==> config.mk <==
export PLATFORM = sky130hd
export DESIGN_NAME = mips_control
export DESIGN_NICKNAME = d
export VERILOG_FILES = /design/src/rtl/mips_control.sv
export SDC_FILE = /design/constraint.sdc
export NUM_CORES = 1
export LEC_CHECK = 0
export CAP_MARGIN = 20
export CORE_ASPECT_RATIO = 1.5
export CORE_UTILIZATION = 44
export CTS_CLUSTER_DIAMETER = 50
export DETAILED_ROUTE_END_ITERATION = 10
export PLACE_DENSITY = 0.86
export SLEW_MARGIN = 20
export SYNTH_ARGS = -nofsm -noshare
export SYNTH_HDL_FRONTEND = slang
export SYNTH_SLANG_ARGS = --single-unit
==> constraint.sdc <==
create_clock -name clk -period 5.5 [get_ports clk]
set_input_delay 1.65 -clock clk [delete_from_list [all_inputs] [get_ports clk]]
set_output_delay 1.65 -clock clk [all_outputs]
set_load 0.02 [all_outputs]
==> src/rtl/mips_control.sv <==
// Multicycle MIPS control unit: Moore FSM driving datapath selects and strobes,
// plus a retired-instruction counter.
module mips_control #(
   parameter bit ILLEGAL_TRAP = 1'b1
) (
   input  logic        clk,
   input  logic        reset,
   input  logic [5:0]  opcode,
   input  logic [5:0]  funct,
   input  logic        flagZ,
   output logic [2:0]  alu_selector,
   output logic        alu_src_a,
   output logic [1:0]  alu_src_b,
   output logic [1:0]  pc_src,
   output logic        pc_write,
   output logic        ir_write,
   output logic        mem_write,
   output logic        reg_write,
   output logic        iord,
   output logic        mem_to_reg,
   output logic        reg_dst,
   output logic [3:0]  state,
   output logic        halted,
   output logic [31:0] instret
);

   typedef enum logic [3:0] {
      S_FETCH    = 4'd0,
      S_DECODE   = 4'd1,
      S_MEMADR   = 4'd2,
      S_MEMREAD  = 4'd3,
      S_MEMWB    = 4'd4,
      S_MEMWRITE = 4'd5,
      S_EXECUTE  = 4'd6,
      S_ALUWB    = 4'd7,
      S_BRANCH   = 4'd8,
      S_ADDIEXEC = 4'd9,
      S_ADDIWB   = 4'd10,
      S_JUMP     = 4'd11,
      S_HALT     = 4'd12
   } state_t;

   state_t      state_q, state_d;
   logic        is_sw_q, is_sw_d;
   logic [31:0] instret_q, instret_d;
   logic        retire;

   // lw/sw choice is captured in DECODE so opcode is not looked at again in MEMADR.
   always_comb begin
      state_d = S_FETCH;
      is_sw_d = is_sw_q;
      case (state_q)
         S_FETCH:    state_d = S_DECODE;
         S_DECODE: begin
            is_sw_d = (opcode == 6'b101011);
            case (opcode)
               6'b000000:            state_d = S_EXECUTE;
               6'b100011, 6'b101011: state_d = S_MEMADR;
               6'b000100:            state_d = S_BRANCH;
               6'b001000:            state_d = S_ADDIEXEC;
               6'b000010:            state_d = S_JUMP;
               default:              state_d = ILLEGAL_TRAP ? S_HALT : S_FETCH;
            endcase
         end
         S_MEMADR:   state_d = is_sw_q ? S_MEMWRITE : S_MEMREAD;
         S_MEMREAD:  state_d = S_MEMWB;
         S_EXECUTE:  state_d = S_ALUWB;
         S_ADDIEXEC: state_d = S_ADDIWB;
         S_HALT:     state_d = S_HALT;
         default:    state_d = S_FETCH;
      endcase
   end

   always_comb begin
      retire = 1'b0;
      case (state_q)
         S_MEMWB, S_MEMWRITE, S_ALUWB, S_BRANCH, S_ADDIWB, S_JUMP: retire = 1'b1;
         default: retire = 1'b0;
      endcase
   end

   assign instret_d = retire ? instret_q + 32'd1 : instret_q;

   always_ff @(posedge clk or posedge reset) begin
      if (reset) begin
         state_q   <= S_FETCH;
         is_sw_q   <= 1'b0;
         instret_q <= 32'd0;
      end else begin
         state_q   <= state_d;
         is_sw_q   <= is_sw_d;
         instret_q <= instret_d;
      end
   end

   // Moore decode from the registered state; only BRANCH looks at flagZ.
   always_comb begin
      alu_selector = 3'b000;
      alu_src_a    = 1'b0;
      alu_src_b    = 2'b00;
      pc_src       = 2'b00;
      pc_write     = 1'b0;
      ir_write     = 1'b0;
      mem_write    = 1'b0;
      reg_write    = 1'b0;
      iord         = 1'b0;
      mem_to_reg   = 1'b0;
      reg_dst      = 1'b0;
      case (state_q)
         S_FETCH: begin
            ir_write  = 1'b1;
            pc_write  = 1'b1;
            alu_src_b = 2'b01;
         end
         S_DECODE:   alu_src_b = 2'b11;
         S_MEMADR: begin
            alu_src_a = 1'b1;
            alu_src_b = 2'b10;
         end
         S_MEMREAD:  iord = 1'b1;
         S_MEMWB: begin
            reg_write  = 1'b1;
            mem_to_reg = 1'b1;
         end
         S_MEMWRITE: begin
            iord      = 1'b1;
            mem_write = 1'b1;
         end
         S_EXECUTE: begin
            alu_src_a = 1'b1;
            case (funct)
               6'b100000: alu_selector = 3'b000;
               6'b100010: alu_selector = 3'b001;
               6'b100100: alu_selector = 3'b010;
               6'b100101: alu_selector = 3'b011;
               6'b100110: alu_selector = 3'b100;
               default:   alu_selector = 3'b101;
            endcase
         end
         S_ALUWB: begin
            reg_write = 1'b1;
            reg_dst   = 1'b1;
         end
         S_BRANCH: begin
            alu_src_a    = 1'b1;
            alu_selector = 3'b001;
            pc_src       = 2'b01;
            pc_write     = flagZ;
         end
         S_ADDIEXEC: begin
            alu_src_a = 1'b1;
            alu_src_b = 2'b10;
         end
         S_ADDIWB:   reg_write = 1'b1;
         S_JUMP: begin
            pc_write = 1'b1;
            pc_src   = 2'b10;
         end
         default: ;
      endcase
   end

   assign state   = state_q;
   assign halted  = (state_q == S_HALT);
   assign instret = instret_q;

endmodule

==> flow_results.org, run 1 <==
** Outcome
- Result of the run :: finished, final reports clean

** Critical path
- Number of buffers and inverters on the critical path :: 2
- Among cell families on the critical path, the largest total delay comes from buffers and inverters.
- Reg-to-Reg Start :: state[0]
- The endpoint identified for the worst register-to-register timing path is instret[16].
- Worst Setup End Kind :: primary output
- Walking the worst path, the cells encountered are clkdlybuf4s50_1 -> or3b_2 -> nor3_1 -> clkdlybuf4s50_1.
- Critical path arrival :: 3390 ps
- Cell with the most instances on the worst path :: sky130_fd_sc_hd__clkdlybuf4s50_1
- Worst Reg2Reg Path Length in Cells :: 4
- Delay of the slowest critical-path stage :: 630 ps
- Across all register-to-register paths, the minimum setup slack is 3120 ps.
- Counting buffers and inverters, the worst setup path is 4 cells deep.
- Critical path class :: in -> out
- Maximum fanout count along the critical path :: 3
- Data on the critical path is required at its endpoint by 3850 ps.
- Startpoint kind of the worst setup timing path :: input pin
- The largest individual stage delay along the critical path comes from the cell sky130_fd_sc_hd__clkdlybuf4s50_1.

** Clock network
- Clock tree synthesis inserted a total of 5 buffers.
- Depth of the CTS H-tree :: 2
- CTS placed an instance of sky130_fd_sc_hd__clkbuf_8 at the clock tree root.
- Post-CTS repair changed the size of 0 cells.
- The number of setup buffers added after CTS is 0.
- CTS tree :: built
- The clock passes through at most 2 buffers.
- In this run, post-CTS hold repair placed 0 buffers.
- The clock reaches the later pin of the worst-skew pair after 290 ps.
- After clock tree synthesis, the clock-pin slew on the worst setup and hold paths is 70 ps.
- The tree built by TritonCTS fans out to 37 sinks.

** STA
- Pin slew with the least headroom to its limit :: 1100 ps
- Fmax achieved :: 0.198 GHz
- The smallest clock period supported by the final layout is computed as 5040 ps.
- Setup-failing EPs final :: 0
- After routing, the total negative slack on setup checks comes to 0 ps.
- Setup repair after global routing left no endpoint under its margin.
- Final Slew Violations :: 0
- The final hold violation count came to 0.
- Share of the clock period used by the worst path after layout :: 91.7%
- In this run the tightest slew margin relative to its limit is 26.3%.
- On the final layout, the worst clock skew is 5.47 ps.

** Worst hold path
- The tightest min-delay check is of the reg -> reg type.
- Hold Path Sink :: instret[31]
- Counting instances, the worst hold path has a depth of 1.
- Startpoint of the lowest-slack hold path :: instret[31]

** GRT
- The number of antenna violations at the first check in global routing came to 0.
- Total GRT Usage :: 21.8%
- Pin count of the biggest net entering global routing :: 38
- Total congestion overflow after global routing :: 0
- Vias in the first global route :: 1,876
- Wire length of the first global-routing pass :: 8.53 mm

** Cells and area
- After the flow finishes, the layout carries non-filler instances totaling 362.
- The repair_antennas step left the layout with diodes totalling 0.
- Fill cells in the final layout number 384.
- Area of the multi-input gates :: 0.00115 mm2
- Total Nets Final :: 314
- Of the cells placed in the final design, the portion with a size suffix greater than 1 is 5.70%.
- Reg area :: 926 um2
- Syn-to-layout area delta :: 36.0%
- Cells fill 63.5% of the core in the end.

** Pwr
- Leak pwr :: 1.22 nW
- Post-layout total power :: 1.02 mW
- IR analysis of the VDD net gives a maximum drop of 0.301 mV.
- Power spread over the standard cell area amounts to 349 mW/mm2.

** Synth
- The synthesized netlist occupies a cell area of 0.00215 mm2.
- Number of nets in the synthesized netlist :: 253
- Synthesis inferred 37 register bits.
- Yosys synthesis warning count :: 0
- sky130_fd_sc_hd__dfrtp_1 takes more of the synthesized area than any other cell.
- After Yosys synthesis, XOR and XNOR cells account for 13.4% of the synthesized area.
- The synthesized netlist devotes 33.7% of its cell area to simple gates.
- After Yosys synthesis, full adders, half adders and majority gates account for 0.581% of the synthesized area.
- Compound-gate portion of the synthesized area :: 5.75%
- Most instantiated flip-flop cell in the synthesis netlist :: sky130_fd_sc_hd__dfrtp_1
- By area, the combinational part of the netlist is dominated by simple AND/OR/NAND/NOR gates.
- Post-Syn Instances :: 237
- Synthesis instantiated 38 different standard cells from the library.
- Register area share after synthesis :: 43.0%
- Of all flip-flops after synthesis, the portion carrying an async set or reset was 100%.
- A synthesized cell averages 9.09 um2.
- The portion of synthesized area spent on multiplexers is 0%.
- Share of Yosys cell area claimed by the top area cell type :: 43.0%
- Top cells by area in the synthesized netlist :: sky130_fd_sc_hd__dfrtp_1, sky130_fd_sc_hd__xor2_1, sky130_fd_sc_hd__xnor2_1
- Number of enable-type register cells in the synthesized netlist :: 0

** Route
- Post-detailed-route DRC marker count :: 0
- Detailed Route Iter0 Violations :: 33
- Drt pass-1 iters :: 4
- Via count :: 1,988
- In the routed layout, each cell is associated on average with a via count of 5.49.
- Count of antenna-violating nets left after detailed routing :: 0
- Average wire per standard cell :: 14.5 um
- The final layout contains routed wiring with a total length of 5.25 mm.

** Floorplanning
- Die outline height :: 87.7 um
- The core region is 0.00462 mm2.
- The die covers 0.00519 mm2.
- Die X-Extent :: 59.1 um
- Starting density of the core :: 46.7%
- For this design the top-level I/O count stands at 67.
- Row count :: 30

** Place
- The HPWL after detailed placement is 3.71 mm.
- Final weighted congestion in routability-driven placement :: 0.871
- Cell count after placement :: 355
- Port Buf Inserts :: 66

** Job
- Number of maximum-capacitance constraint violations :: 0
-- layout by cell type (no fill, tap or decap), types with 3 or more instances in the layout --
cell type	n
sky130_fd_sc_hd__nor2_1	20
sky130_fd_sc_hd__clkdlybuf4s50_1	66
sky130_fd_sc_hd__clkbuf_8	6
sky130_fd_sc_hd__dfrtp_1	37
sky130_fd_sc_hd__a21oi_1	5
sky130_fd_sc_hd__and4_1	4
sky130_fd_sc_hd__nor2b_1	6
sky130_fd_sc_hd__xor2_1	21
sky130_fd_sc_hd__inv_1	5
sky130_fd_sc_hd__xnor2_1	12
sky130_fd_sc_hd__nand2b_1	5
sky130_fd_sc_hd__and3_1	5
sky130_fd_sc_hd__nand4_1	9
sky130_fd_sc_hd__o21ai_0	5
sky130_fd_sc_hd__nand3_1	13
sky130_fd_sc_hd__nor3_1	19
sky130_fd_sc_hd__nor4_1	8
sky130_fd_sc_hd__nor4_2	6
sky130_fd_sc_hd__nand2_1	22
sky130_fd_sc_hd__o22ai_1	3
-- cells in the mapped netlist, drive strengths merged, types with 6 or more instances --
cell    number
buf          6
clkbuf       7
dfrtp       37
nand2       22
nand3       13
nand4       10
nor2        20
nor2b        6
nor3        19
nor4        14
xnor2       12
xor2        21
-- where the power goes --
part / leakage (nW) / total (mW) / switching, mW / internal [mW]
combinational: 0.668 / 0.448 / 0.253 / 0.195
sequential: 0.504 / 0.380 / 0.0768 / 0.304
clock: 0.0443 / 0.194 / 0.0943 / 0.0994
-- stage by stage --
step	hold WS [ps]	instance area, um2	setup slack, ps
3_3_place_gp	457	2840	499
4_1_cts	489	2930	450
2_1_floorplan	462	2150	1210
5_1_grt	517	2930	386
6_report	479	2930	457
3_5_place_dp	472	2840	451
-- worst max-delay path by stage --
stage | startpoint | endpoint | slack, ps
after floorplan | funct[3] | alu_selector[1] | 1210
after CTS | funct[5] | alu_selector[1] | 450
after global placement | funct[5] | alu_selector[1] | 500
after global routing | funct[5] | alu_selector[1] | 390
after detailed placement | funct[5] | alu_selector[1] | 450
final | funct[5] | alu_selector[1] | 460
-- metal layers --
metal / routed length [um] / global-route usage (%)
met1: 2010 / 24.0
met2: 2800 / 38.3
met3: 305 / 5.02
met4: 136 / 11.3
met5: 0 / 0
-- state kept, by name, indices dropped and copies added (netlist names) --
signal	cells
is_sw_q	1
state	4
instret	32
-- area by class of cell --
class	count	share of cell area [%]
inverters	5	0.640
repair buffers	67	22.8
multi-input cells	182	39.3
flip-flops and latches	37	31.6
well taps	64	2.73
clock buffers	7	2.95
-- cells by family (layout without fill, tap and decap cells) --
kind of cell / Yosys count / count (layout)
adders and majority gates: 1 / 1
buffers and inverters: 18 / 79
and+or+nand+nor: 128 / 128
DFF: 37 / 37
xor gates and xnor gates: 33 / 33
AOI/OAI and AO/OA: 20 / 20
Note: power is estimated with default switching activity, not from simulation.
==> run 2: changes to the inputs <==
- CORE_UTILIZATION: 44 -> 40
- GPL_TIMING_DRIVEN: default -> 0
- PLACE_DENSITY: 0.86 -> 0.83
- clock period: 5.5 -> 4.52 ns (I/O delays scaled with it)
==> flow_results.org, run 2 (synthesized netlist as in run 1, its figures left out) <==
** Worst hold path
- The startpoint identified for the worst hold timing path is instret[31].
- Class of the tightest hold or removal check :: reg -> reg
- Counting instances, the worst hold path has a depth of 1.
- For hold timing, the worst endpoint is instret[31].

** Place
- Port Buf Inserts :: 66
- Worst setup timing slack at the placement stage :: 13.3 ps
- Detailed placement finished with a half-perimeter wire length of 3.83 mm.
- Routability-driven placement finished with a final weighted congestion of 0.812.

** Clock network
- Clk_lat worst skew :: 290 ps
- Gates resized during post-CTS repair numbered 0.
- Buffers added to address setup during post-CTS repair amount to 0.
- CTS built an H-tree with a depth of 2.
- # clock sinks :: 37
- TritonCTS built the clock tree.
- In this run the deepest clock path goes through 2 buffers.
- Clock-pin slew was measured on the worst setup and hold paths at 70 ps.
- CTS placed an instance of sky130_fd_sc_hd__clkbuf_8 at the clock tree root.
- TritonCTS created 5 clock buffers.
- After clock tree synthesis, the flow added hold-fix buffers numbering 0.

** Outcome
- The flow ran to the end, and the final reports show no timing, DRC or antenna violations.

** Route
- Met3 WL post-DR :: 250 um
- The final route contains 2,059 vias.
- Using the TritonRoute via totals, the vias-per-cell ratio works out to 5.43.
- Met1 WL :: 2.14 mm
- Detailed Route Iter0 Violations :: 59
- After detailed routing, the met2 layer carries 2.84 mm of wire.
- The highest metal layer carrying signal wires in the routed design is met4.
- Average wire per standard cell :: 14.0 um
- The count of nets left with antenna violations once routing finished came out at 0.
- The first detailed-routing pass ran for 4 iterations.
- After detailed routing, the number of remaining DRC violations is 0.
- Final wirelength :: 5.32 mm

** GRT
- After global routing the overflow that remains totals 0.
- Wire length of the first global-routing pass :: 8.75 mm
- Total GRT Usage :: 20.6%
- Pin count of the biggest net entering global routing :: 38
- The via count of the first global-routing pass was 1,918.
- Antenna violations before repair :: 0

** STA
- Dividing the final minimum period by the clock period gives 96.4%.
- Pin slew with the least headroom to its limit :: 952 ps
- Setup slack on the critical path of the routed design comes to 161 ps.
- For the finished layout, the period the worst path requires is 4360 ps.
- For this run, the top clock speed supported by timing is 0.229 GHz.
- RSZ-0062 raised after global routing :: false
- Number of hold-slack violations in the final timing report :: 0
- Relative slew slack :: 35.9%
- Final Slew Violations :: 0
- Setup-failing EPs final :: 0
- Across the routed clock network, the largest skew measured is 3.96 ps.
- For the final routed database, the setup TNS stands at 0 ps.

** Cells and area
- Flip-flop count of the largest register after layout :: 32
- The top cell types in the final layout, fill and taps aside, are sky130_fd_sc_hd__clkdlybuf4s50_1, sky130_fd_sc_hd__dfrtp_1, sky130_fd_sc_hd__nand2_1.
- The final layout contains 326 nets.
- Of the cells placed in the final design, the portion with a size suffix greater than 1 is 7.07%.
- Most common cell after layout, fill and taps aside :: sky130_fd_sc_hd__clkdlybuf4s50_1
- Relative to the synthesized area, the layout overhead comes to 39.5%.
- Number of antenna cells inserted :: 0

** Critical path
- Delay of the slowest critical-path stage :: 520 ps
- Worst EP required :: 3160 ps
- Worst Reg2Reg Path Length in Cells :: 6
- Critical path class :: in -> out
- Number of buffers and inverters on the critical path :: 2
- The critical path goes through clkdlybuf4s50_1 -> or3b_2 -> a21oi_1 -> nor2_1 -> clkdlybuf4s50_1.
- Cell with the most instances on the worst path :: sky130_fd_sc_hd__clkdlybuf4s50_1
- In this run the critical register-to-register path is launched from state[0].
- Critical path arrival :: 3000 ps
- Of all nets on the critical path, the largest fanout is 3.
- Cell type of the slowest stage on the worst timing path :: sky130_fd_sc_hd__clkdlybuf4s50_1
- The worst setup path is captured at a primary output.
- The most critical setup path has its startpoint at funct[5].
- The worst register-to-register path has a setup slack of 2340 ps.
- Startpoint kind of the worst setup timing path :: input pin
- The kind of cell with the highest combined delay along the critical path is buffers and inverters.
- Reg-to-reg endpoint :: instret[12]

** Pwr
- VDD sags by at most 0.230 mV.
- Dividing total power by cell area gives a power density of 430 mW/mm2.
- The analysis attributes to cell leakage a power of 1.28 nW.

** Floorplanning
- Top-level I/O count :: 67
- After floorplanning, the core was divided into 32 placement rows.
- Measured along the y axis, the die boundary spans 91.9 um.
- The region available for standard cell placement spans 0.00516 mm2.
- Total Die Area :: 0.00569 mm2
- Starting density of the core :: 41.7%
- The floorplan step set the die width to 61.9 um.

** Job
- Number of maximum-capacitance constraint violations :: 0
## run 2: layer usage
metal  track usage [%]  vias to the layer above
met5                 0                        -
li1                  -                      991
met1              24.0                      996
met3              4.23                        8
met4              8.15                        0
met2              35.3                       64
## run 2: where the power goes
group / switching, mW / total (mW) / internal [mW]
clock network: 0.120 / 0.258 / 0.138
registers: 0.0437 / 0.414 / 0.370
logic: 0.368 / 0.621 / 0.253
total: 0.531 / 1.29 / 0.761
## run 2: area by class of cell
| type | instances | area [um2] |
|---|---|---|
| multi-input combinational | 182 | 1150 |
| clock buffer | 7 | 96.3 |
| buffer | 13 | 58.8 |
| clock inverter | 1 | 5.00 |
| timing repair buffer | 66 | 666 |
| fill | 465 | 2160 |
| inverter | 5 | 18.8 |
| sequential | 37 | 926 |
| tap | 68 | 85.1 |
## run 2: worst max path at each step
stage	to	slack [ps]	cells past startpoint
after global placement	alu_selector[1]	70	4
after floorplan	alu_selector[1]	820	2
after CTS	alu_selector[1]	9	4
after detailed placement	alu_selector[1]	10	4
final	alu_selector[2]	160	5
after global routing	alu_selector[2]	80	5
## run 2: stage by stage
stage | total power [mW] | cell area (um2) | hold slack, ps | std cells | util (%)
2_1_floorplan | 0.787 | 2150 | 462 | 237 | -
3_3_place_gp | 1.03 | 2900 | 461 | 371 | 56.2
3_5_place_dp | 1.05 | 2900 | 466 | 371 | 56.2
4_1_cts | 1.31 | 3000 | 479 | 379 | 58.1
5_1_grt | 1.37 | 3010 | 504 | 379 | 58.2
6_report | 1.29 | 3010 | 476 | 379 | 58.2
